**src/rtl/wm_cycle_controller.sv**
```systemverilog
// Washing-machine program sequencer: FILL, WASH, DRAIN, RINSE, SPIN, DONE on a prescaled
// tick, with pause freeze, abort via early drain, and registered actuator enables.
module wm_cycle_controller #(
  parameter int unsigned TICK_DIV    = 4,
  parameter int unsigned DRAIN_TICKS = 2
) (
  input  logic       clk,
  input  logic       rst,
  input  logic       start,
  input  logic       pause,
  input  logic       abort,
  input  logic [4:0] wash_in,
  input  logic [4:0] rinse_in,
  input  logic [4:0] spin_in,
  input  logic [4:0] cloth_in,
  output logic [2:0] phase,
  output logic [4:0] remaining,
  output logic       busy,
  output logic       valve,
  output logic       motor,
  output logic       pump,
  output logic       done,
  output logic       aborted
);

  typedef enum logic [2:0] {
    IDLE  = 3'd0,
    FILL  = 3'd1,
    WASH  = 3'd2,
    DRAIN = 3'd3,
    RINSE = 3'd4,
    SPIN  = 3'd5,
    DONE  = 3'd6
  } phase_t;

  localparam logic [7:0] PRESC_MAX = 8'(TICK_DIV - 1);
  localparam logic [4:0] DRAIN_LEN = 5'(DRAIN_TICKS);

  phase_t     phase_q, phase_d;
  logic [4:0] remaining_q, remaining_d;
  logic [7:0] presc_q, presc_d;
  logic [4:0] wash_q, wash_d;
  logic [4:0] rinse_q, rinse_d;
  logic [4:0] spin_q, spin_d;
  logic [4:0] cloth_q, cloth_d;
  logic       aborted_q, aborted_d;
  logic       busy_q, valve_q, motor_q, pump_q, done_q;

  logic       tick;
  logic       hold;
  logic       advance;
  phase_t     nxt;

  // Next phase with nonzero duration; an aborted program leaves DRAIN straight to DONE.
  function automatic phase_t next_phase(input phase_t p, input logic [4:0] w,
                                        input logic [4:0] r, input logic [4:0] s,
                                        input logic early);
    phase_t n;
    n = DONE;
    case (p)
      FILL:    n = (w != 5'd0) ? WASH : DRAIN;
      WASH:    n = DRAIN;
      DRAIN:   n = early ? DONE : (r != 5'd0) ? RINSE : (s != 5'd0) ? SPIN : DONE;
      RINSE:   n = (s != 5'd0) ? SPIN : DONE;
      default: n = DONE;
    endcase
    return n;
  endfunction

  function automatic logic [4:0] duration(input phase_t p, input logic [4:0] c,
                                          input logic [4:0] w, input logic [4:0] r,
                                          input logic [4:0] s);
    logic [4:0] d;
    d = 5'd0;
    case (p)
      FILL:    d = {2'b00, c[4:2]} + 5'd1;
      WASH:    d = w;
      DRAIN:   d = DRAIN_LEN;
      RINSE:   d = r;
      SPIN:    d = s;
      default: d = 5'd0;
    endcase
    return d;
  endfunction

  // NOTE: every always_comb output gets a default first so no path leaves it unassigned,
  // which would otherwise infer a latch.
  always_comb begin
    phase_d     = phase_q;
    remaining_d = remaining_q;
    presc_d     = presc_q;
    wash_d      = wash_q;
    rinse_d     = rinse_q;
    spin_d      = spin_q;
    cloth_d     = cloth_q;
    aborted_d   = aborted_q;
    hold        = 1'b0;
    advance     = 1'b0;
    tick        = (presc_q == PRESC_MAX);
    nxt         = next_phase(phase_q, wash_q, rinse_q, spin_q, aborted_q | abort);

    case (phase_q)
      IDLE: begin
        if (start && !abort && (cloth_in != 5'd0)) begin
          wash_d      = wash_in;
          rinse_d     = rinse_in;
          spin_d      = spin_in;
          cloth_d     = cloth_in;
          aborted_d   = 1'b0;
          phase_d     = FILL;
          remaining_d = duration(FILL, cloth_in, wash_in, rinse_in, spin_in);
          presc_d     = 8'd0;
        end
      end
      DONE: begin
        phase_d     = IDLE;
        remaining_d = 5'd0;
        presc_d     = 8'd0;
      end
      default: begin
        if (abort) begin
          aborted_d = 1'b1;
          if (phase_q == SPIN) begin
            phase_d     = DONE;
            remaining_d = 5'd0;
            presc_d     = 8'd0;
          end else if (phase_q == DRAIN) begin
            advance = 1'b1;
          end else begin
            phase_d     = DRAIN;
            remaining_d = DRAIN_LEN;
            presc_d     = 8'd0;
          end
        end else if (pause) begin
          hold = 1'b1;
        end else begin
          advance = 1'b1;
        end

        if (advance) begin
          if (tick) begin
            presc_d = 8'd0;
            if (remaining_q == 5'd1) begin
              phase_d     = nxt;
              remaining_d = duration(nxt, cloth_q, wash_q, rinse_q, spin_q);
            end else begin
              remaining_d = remaining_q - 5'd1;
            end
          end else begin
            presc_d = presc_q + 8'd1;
          end
        end
      end
    endcase
  end

  // NOTE: state registers use non-blocking assignments so every flop samples the
  // pre-edge values, regardless of statement order.
  always_ff @(posedge clk) begin
    if (rst) begin
      phase_q     <= IDLE;
      remaining_q <= 5'd0;
      presc_q     <= 8'd0;
      wash_q      <= 5'd0;
      rinse_q     <= 5'd0;
      spin_q      <= 5'd0;
      cloth_q     <= 5'd0;
      aborted_q   <= 1'b0;
      busy_q      <= 1'b0;
      valve_q     <= 1'b0;
      motor_q     <= 1'b0;
      pump_q      <= 1'b0;
      done_q      <= 1'b0;
    end else begin
      phase_q     <= phase_d;
      remaining_q <= remaining_d;
      presc_q     <= presc_d;
      wash_q      <= wash_d;
      rinse_q     <= rinse_d;
      spin_q      <= spin_d;
      cloth_q     <= cloth_d;
      aborted_q   <= aborted_d;
      busy_q      <= (phase_d inside {FILL, WASH, DRAIN, RINSE, SPIN});
      valve_q     <= !hold && (phase_d inside {FILL, RINSE});
      motor_q     <= !hold && (phase_d inside {WASH, RINSE, SPIN});
      pump_q      <= !hold && (phase_d inside {DRAIN, SPIN});
      done_q      <= (phase_d == DONE);
    end
  end

  assign phase     = phase_q;
  assign remaining = remaining_q;
  assign busy      = busy_q;
  assign valve     = valve_q;
  assign motor     = motor_q;
  assign pump      = pump_q;
  assign done      = done_q;
  assign aborted   = aborted_q;

endmodule

```
**config.mk**
```make
export PLATFORM = sky130hd
export DESIGN_NAME = wm_cycle_controller
export DESIGN_NICKNAME = d
export VERILOG_FILES = /design/src/rtl/wm_cycle_controller.sv
export SDC_FILE = /design/constraint.sdc
export NUM_CORES = 1
export LEC_CHECK = 0
export ABC_AREA = 1
export CAP_MARGIN = 25
export CORE_AREA = 3 3 71 73
export CTS_CLUSTER_SIZE = 16
export DETAILED_ROUTE_END_ITERATION = 12
export DIE_AREA = 0 0 74 76
export PLACE_DENSITY_LB_ADDON = 0.08
export SYNTH_ARGS = -nofsm -noshare
export SYNTH_HDL_FRONTEND = slang
export SYNTH_SLANG_ARGS = --single-unit
```
**constraint.sdc**
```tcl
create_clock -name clk -period 2.39 [get_ports clk]
set_input_delay 0.478 -clock clk [delete_from_list [all_inputs] [get_ports clk]]
set_output_delay 0.478 -clock clk [all_outputs]
set_load 0.03 [all_outputs]
```
==> results of run 1 <==
-- final cells by class --
type	count	area, µm²	share of cell area (%)
Inverter	41	154	5.52
Sequential cell	37	741	26.6
Tap cell	52	65.1	2.33
Clock buffer	5	68.8	2.47
Multi-Input combinational cell	241	1260	45.1
Clock inverter	3	46.3	1.66
Timing Repair Buffer	48	455	16.3
-- per-layer routing --
layer	GRT usage (%)	wire, µm
met5	0	0
met4	6.34	78
met1	28.4	2580
met3	5.15	297
met2	32.0	2500
-- cell usage in the layout (no fill, tap or decap), types with 2 or more instances in the layout --
cell	instances
dfxtp_1	37
xor2_1	3
o21ai_0	22
nor3b_1	3
or2_2	2
nand3_1	32
nor3_1	5
nor2_1	32
a31oi_1	2
inv_1	31
a21oi_1	35
ha_1	5
inv_2	9
nand2_4	4
nand2_1	71
buf_4	10
clkdlybuf4s50_1	38
nand4_1	2
nor2_4	4
nor2_2	4
clkbuf_8	5
nand3_2	3
-- where the power goes --
| group | total [W] | leakage [nW] | internal, W | switching, W |
|---|---|---|---|---|
| clock | 0.000552 | 0.0543 | 0.000312 | 0.000239 |
| sequential | 0.000676 | 0.302 | 0.000648 | 0.0000288 |
| combinational | 0.000354 | 0.770 | 0.000145 | 0.000209 |
-- sequential cells by signal, indices dropped and copies added (netlist names), 3 cells and up --
name / flops
presc_q: 8
remaining: 5
rinse_q: 5
spin_q: 5
wash_q: 5
phase: 3
-- synthesized netlist by cell type (3+ instances only) --
cell | number | area [µm²]
clkbuf_1 | 7 | 26.3
dfxtp_1 | 37 | 741
o21ai_0 | 22 | 110
nor3_1 | 5 | 25.0
nand2_1 | 71 | 267
inv_1 | 31 | 116
ha_1 | 5 | 62.6
nor2_1 | 32 | 120
nor2_4 | 4 | 45.0
nor2_2 | 4 | 25.0
inv_2 | 9 | 33.8
nand3_2 | 3 | 30.0
nor3b_1 | 3 | 22.5
nand3_1 | 32 | 160
nand2_4 | 4 | 45.0
a21oi_1 | 35 | 175
xor2_1 | 3 | 26.3
-- logic make-up after synthesis --
group | count (synthesis)
buffers and inverters | 48
XOR/XNOR | 3
adder cells (fa/ha/maj) | 5
flip-flops | 37
AND/OR/NAND/NOR | 166
AO/OA/AOI/OAI | 67
-- critical path, cell delays in order --
cell	delay (ns)
clkdlybuf4s50_1	0.51
inv_1	0.06
ha_1	0.19
nand3b_1	0.08
nand3_1	0.11
inv_2	0.10
nor2_2	0.05
inv_2	0.08
nand2_4	0.09
o21ai_2	0.28
nor2_1	0.07
o21a_1	0.10
-- final timing paths --
kind / depth (start not counted) / end / slack, ns / start
min: 2 / spin_q[0] / 0.49 / spin_q[0]
min reg2reg: 2 / spin_q[0] / 0.49 / spin_q[0]
max: 12 / presc_q[2] / 0.39 / cloth_in[2]
max reg2reg: 11 / done / 0.43 / presc_q[0]
-- through the flow --
step | instance area, µm² | setup WS [ns]
floorplan | 2180 | 0.598
global placement | 2670 | 0.0699
detailed placement | 2670 | 0.0617
CTS | 2790 | 0.370
global route | 2790 | 0.190
finish | 2790 | 0.387
==> impl_metrics.env, run 1 <==
export IMPL_status="completed"
export IMPL_track_usage_pct=20.8
export IMPL_drc=0
export IMPL_synth_compound_area_share_pct=16.9
export IMPL_grt_max_degree=19
export IMPL_crit_path_start_kind="input pin"
export IMPL_synth_fa_ha_area_share_pct=2.87
export IMPL_rsz0062_at_grt="false"
export IMPL_p_per_area_nw_per_um2=568
export IMPL_synthFlopType="dfxtp_1"
export IMPL_crit_required_ns=2.58
export IMPL_numPortBuffers=38
export IMPL_insertion_delay_ns=0.29
export IMPL_grt_pass1_vias=2010
export IMPL_critPathMaxFanout=10
export IMPL_diodes=0
export IMPL_via_count=2199
export IMPL_setup_violations_final=0
export IMPL_dr_pass1_iters=4
export IMPL_floorplan_core_area_um2=4410
export IMPL_crit_path_end_kind="flip-flop"
export IMPL_clk_path_buf_depth=2
export IMPL_min_delay_path_class="flip-flop to flip-flop"
export IMPL_synthSimpleGateAreaFrac_pct=36.8
export IMPL_yosysUniqueCellTypes=33
export IMPL_htreeDepth=2
export IMPL_cp_arrival_ns=2.20
export IMPL_avgSynthCellArea_um2=6.68
export IMPL_row_count=24
export IMPL_start_util_pct=49.3
export IMPL_die_height_um=76
export IMPL_wl_um=5460
export IMPL_grt_antenna_before_repair=0
export IMPL_synth_area_um2=2180
export IMPL_postCtsSetupRepairBufs=0
export IMPL_via_per_inst=5.15
export IMPL_setup_tns_ns=0
export IMPL_postSynth_asyncResetShare_pct=0
export IMPL_antenna_left=0
export IMPL_synth_top_family_by_area="simple AND/OR/NAND/NOR gates"
export IMPL_dieArea_um2=5620
export IMPL_place_congestion=0.948
export IMPL_nets=404
export IMPL_fin_util_pct=63.2
export IMPL_yosys_warnings=0
export IMPL_worstMarginPinSlew_ns=0.386
export IMPL_clock_skew_ns=0.00524
export IMPL_numCtsBuffers=5
export IMPL_synthCells=326
export IMPL_die_width_um=74
export IMPL_ios=39
export IMPL_finalCritPeriodShare_pct=83.8
export IMPL_place_inst=419
export IMPL_postCtsHoldBufs=0
export IMPL_power_w=0.00158
export IMPL_wl_per_cell_um=12.8
export IMPL_dpl_hpwl_um=4160
export IMPL_grt_overflow=0
export IMPL_drt_iter0_drc=152
export IMPL_n_fill_cell=431
export IMPL_min_period_ns=2.00
export IMPL_seq_area_frac_synth_pct=34.0
export IMPL_synth_xor_area_share_pct=1.21
export IMPL_stdcell_count=427
export IMPL_drive_above_1_share_pct=13.3
export IMPL_synth_seq_cells=37
export IMPL_clkTransAtPathRegs_ns=0.08
export IMPL_synth_edf_count=0
export IMPL_syn_nets=356
export IMPL_crit_type="input pin to flip-flop"
export IMPL_post_cts_resized=0
export IMPL_p_leak_nw=1.13
export IMPL_slew_viol_final=0
export IMPL_hold_violations=0
export IMPL_root_buffer="clkbuf_8"
export IMPL_peakVddDrop_mv=0.280
export IMPL_maxCapViolations=0
export IMPL_muxShareOfSynthArea_pct=0
export IMPL_grt_pass1_wl_um=9290
export IMPL_cts_num_sinks=37
export IMPL_area_delta_synth_final_pct=28.0
export IMPL_hold_worst_slack_ns=0.486
export IMPL_max_freq_mhz=499
export IMPL_cts_tree="yes"
export IMPL_slew_headroom_pct=74.2
Note: power is estimated with default switching activity, not from simulation.
==> run 2: changes to the inputs <==
==> constraint.sdc (replaced) <==
create_clock -name clk -period 1.9 [get_ports clk]
set_input_delay 0.38 -clock clk [delete_from_list [all_inputs] [get_ports clk]]
set_output_delay 0.38 -clock clk [all_outputs]
set_load 0.03 [all_outputs]
==> impl_metrics.env, run 2 (synthesized netlist as in run 1, its figures left out) <==
export IMPL_drive_above_1_share_pct=24.6
export IMPL_cp_arrival_ns=2.09
export IMPL_maxCapViolations=0
export IMPL_status="completed"
export IMPL_numPortBuffers=38
export IMPL_max_freq_mhz=539
export IMPL_setup_violations_final=0
export IMPL_final_common_cell="nand2_1"
export IMPL_slew_viol_final=0
export IMPL_start_util_pct=49.3
export IMPL_cts_tree="yes"
export IMPL_cts_num_sinks=37
export IMPL_floorplan_core_area_um2=4410
export IMPL_crit_path_start_kind="flip-flop"
export IMPL_p_leak_nw=1.34
export IMPL_cp_top_family="simple AND/OR/NAND/NOR gates"
export IMPL_startpoint="presc_q[1]"
export IMPL_crit_cells=11
export IMPL_track_usage_pct=20.6
export IMPL_drc=0
export IMPL_postCtsHoldBufs=0
export IMPL_via_count=2322
export IMPL_wl_um=5820
export IMPL_crit_chain="ha_4 -> inv_2 -> nor3_2 -> nand3_2 -> nor2_4 -> nand2_4 -> a21oi_1 -> nand2_2 -> nand2_1 -> nand2_2 -> a21oi_2"
export IMPL_die_height_um=76
export IMPL_grt_antenna_before_repair=0
export IMPL_p_per_area_nw_per_um2=654
export IMPL_slew_headroom_pct=74.6
export IMPL_mostFrequentLayoutCells="67 x nand2_1, 37 x buf_4, 36 x clkdlybuf4s50_1"
export IMPL_ios=39
export IMPL_area_delta_synth_final_pct=42.8
export IMPL_slowest_delay_ns=0.36
export IMPL_die_width_um=74
export IMPL_fin_util_pct=70.5
export IMPL_rsz0062_at_grt="true"
export IMPL_nets=432
export IMPL_min_delay_path_class="input pin to flip-flop"
export IMPL_critPathMaxFanout=7
export IMPL_peakVddDrop_mv=0.420
export IMPL_dieArea_um2=5620
export IMPL_crit_type="flip-flop to flip-flop"
export IMPL_cp_slowest_cell="dfxtp_2"
export IMPL_worst_r2r_endpoint="motor"
export IMPL_whs_path_depth=3
export IMPL_antenna_left=0
export IMPL_root_buffer="clkbuf_8"
export IMPL_grt_max_degree=19
export IMPL_largest_register="presc_q"
export IMPL_insertion_delay_ns=0.29
export IMPL_worstMarginPinSlew_ns=0.378
export IMPL_finalCritPeriodShare_pct=97.7
export IMPL_critPathMostFrequentCell="nand2_2"
export IMPL_path_buf_inv=1
export IMPL_numCtsBuffers=5
export IMPL_clk_path_buf_depth=2
export IMPL_hold_violations=0
export IMPL_grt_pass1_wl_um=9250
export IMPL_largest_reg_flops=8
export IMPL_crit_end="motor"
export IMPL_crit_required_ns=2.13
export IMPL_grt_overflow=0
export IMPL_ff2ff_path_depth=11
export IMPL_wl_per_cell_um=12.8
export IMPL_min_period_ns=1.86
export IMPL_via_per_inst=5.11
export IMPL_dr_pass1_iters=4
export IMPL_drt_iter0_drc=135
export IMPL_clock_skew_ns=0.00469
export IMPL_clkTransAtPathRegs_ns=0.07
export IMPL_row_count=24
export IMPL_diodes=0
export IMPL_timing_rr_start="presc_q[1]"
export IMPL_htreeDepth=2
export IMPL_place_congestion=0.922
export IMPL_rrSetupSlack_ns=0.04
export IMPL_crit_path_end_kind="flip-flop"
export IMPL_setup_tns_ns=0
export IMPL_dpl_hpwl_um=4410
export IMPL_grt_pass1_vias=2153
[run 2: cell count changes in the layout (fill, tap and decap cells not counted), moves of 3 or more]
| cell | delta |
|---|---|
| buf_4 | +27 |
| o21ai_0 | -3 |
| dfxtp_2 | +4 |
| nand3_2 | +4 |
| nand2_1 | -4 |
| nand2_2 | +4 |
| dfxtp_1 | -4 |
| nand3_1 | -4 |
[run 2: worst min path at each step]
stage	end	slack, ns	from
floorplan	spin_q[0]	0.44	spin_q[0]
global placement	spin_q[0]	0.47	spin_q[0]
detailed placement	spin_q[0]	0.46	spin_q[0]
CTS	spin_q[0]	0.48	spin_q[0]
global route	aborted	0.45	abort
finish	aborted	0.42	abort
[run 2: area by class of cell]
type	instances	area [µm²]
multi-input cells	241	1360
well taps	52	65.1
flip-flops and latches	37	746
clock buffers	5	68.8
clock inverters	2	35.0
inverters	41	158
fillers	376	1300
repair buffers	76	674
[run 2: power by group]
part | internal [W] | switching [W]
Clock | 0.000381 | 0.000273
Sequential | 0.000816 | 0.0000350
Combinational | 0.000234 | 0.000294
[run 2: worst reg2reg max path, stage by stage (launching register included)]
cell and delay [ns]:
dfxtp_2 0.36, ha_4 0.14, inv_2 0.04, nor3_2 0.16
nand3_2 0.13, nor2_4 0.18, nand2_4 0.12, a21oi_1 0.30
nand2_2 0.12, nand2_1 0.10, nand2_2 0.06, a21oi_2 0.09
[run 2: what timing repair did]
action	CTS	global route
setup endpoints to repair	0	17
resized for setup	0	35
setup buffers	0	2
endpoints found under the hold margin	0	0
[run 2: metal layers]
layer / up-vias / routed length [µm] / global-route usage [%]
li1: 1216 / - / -
met1: 1049 / 2700 / 27.7
met2: 51 / 2720 / 32.1
met3: 6 / 314 / 5.41
met4: 0 / 85 / 5.98
met5: - / 0 / 0
[run 2: per-stage QoR]
stage / area, µm² / total power, W / hold slack (ns) / std cells / setup WS (ns)
2_1_floorplan: 2180 / 0.00113 / 0.437 / 326 / 0.108
3_3_place_gp: 2870 / 0.00136 / 0.465 / 445 / -0.224
3_5_place_dp: 2870 / 0.00136 / 0.462 / 445 / -0.237
4_1_cts: 2970 / 0.00202 / 0.478 / 452 / 0.0561
5_1_grt: 3110 / 0.00214 / 0.447 / 454 / -0.0682
6_report: 3110 / 0.00203 / 0.423 / 454 / 0.0442
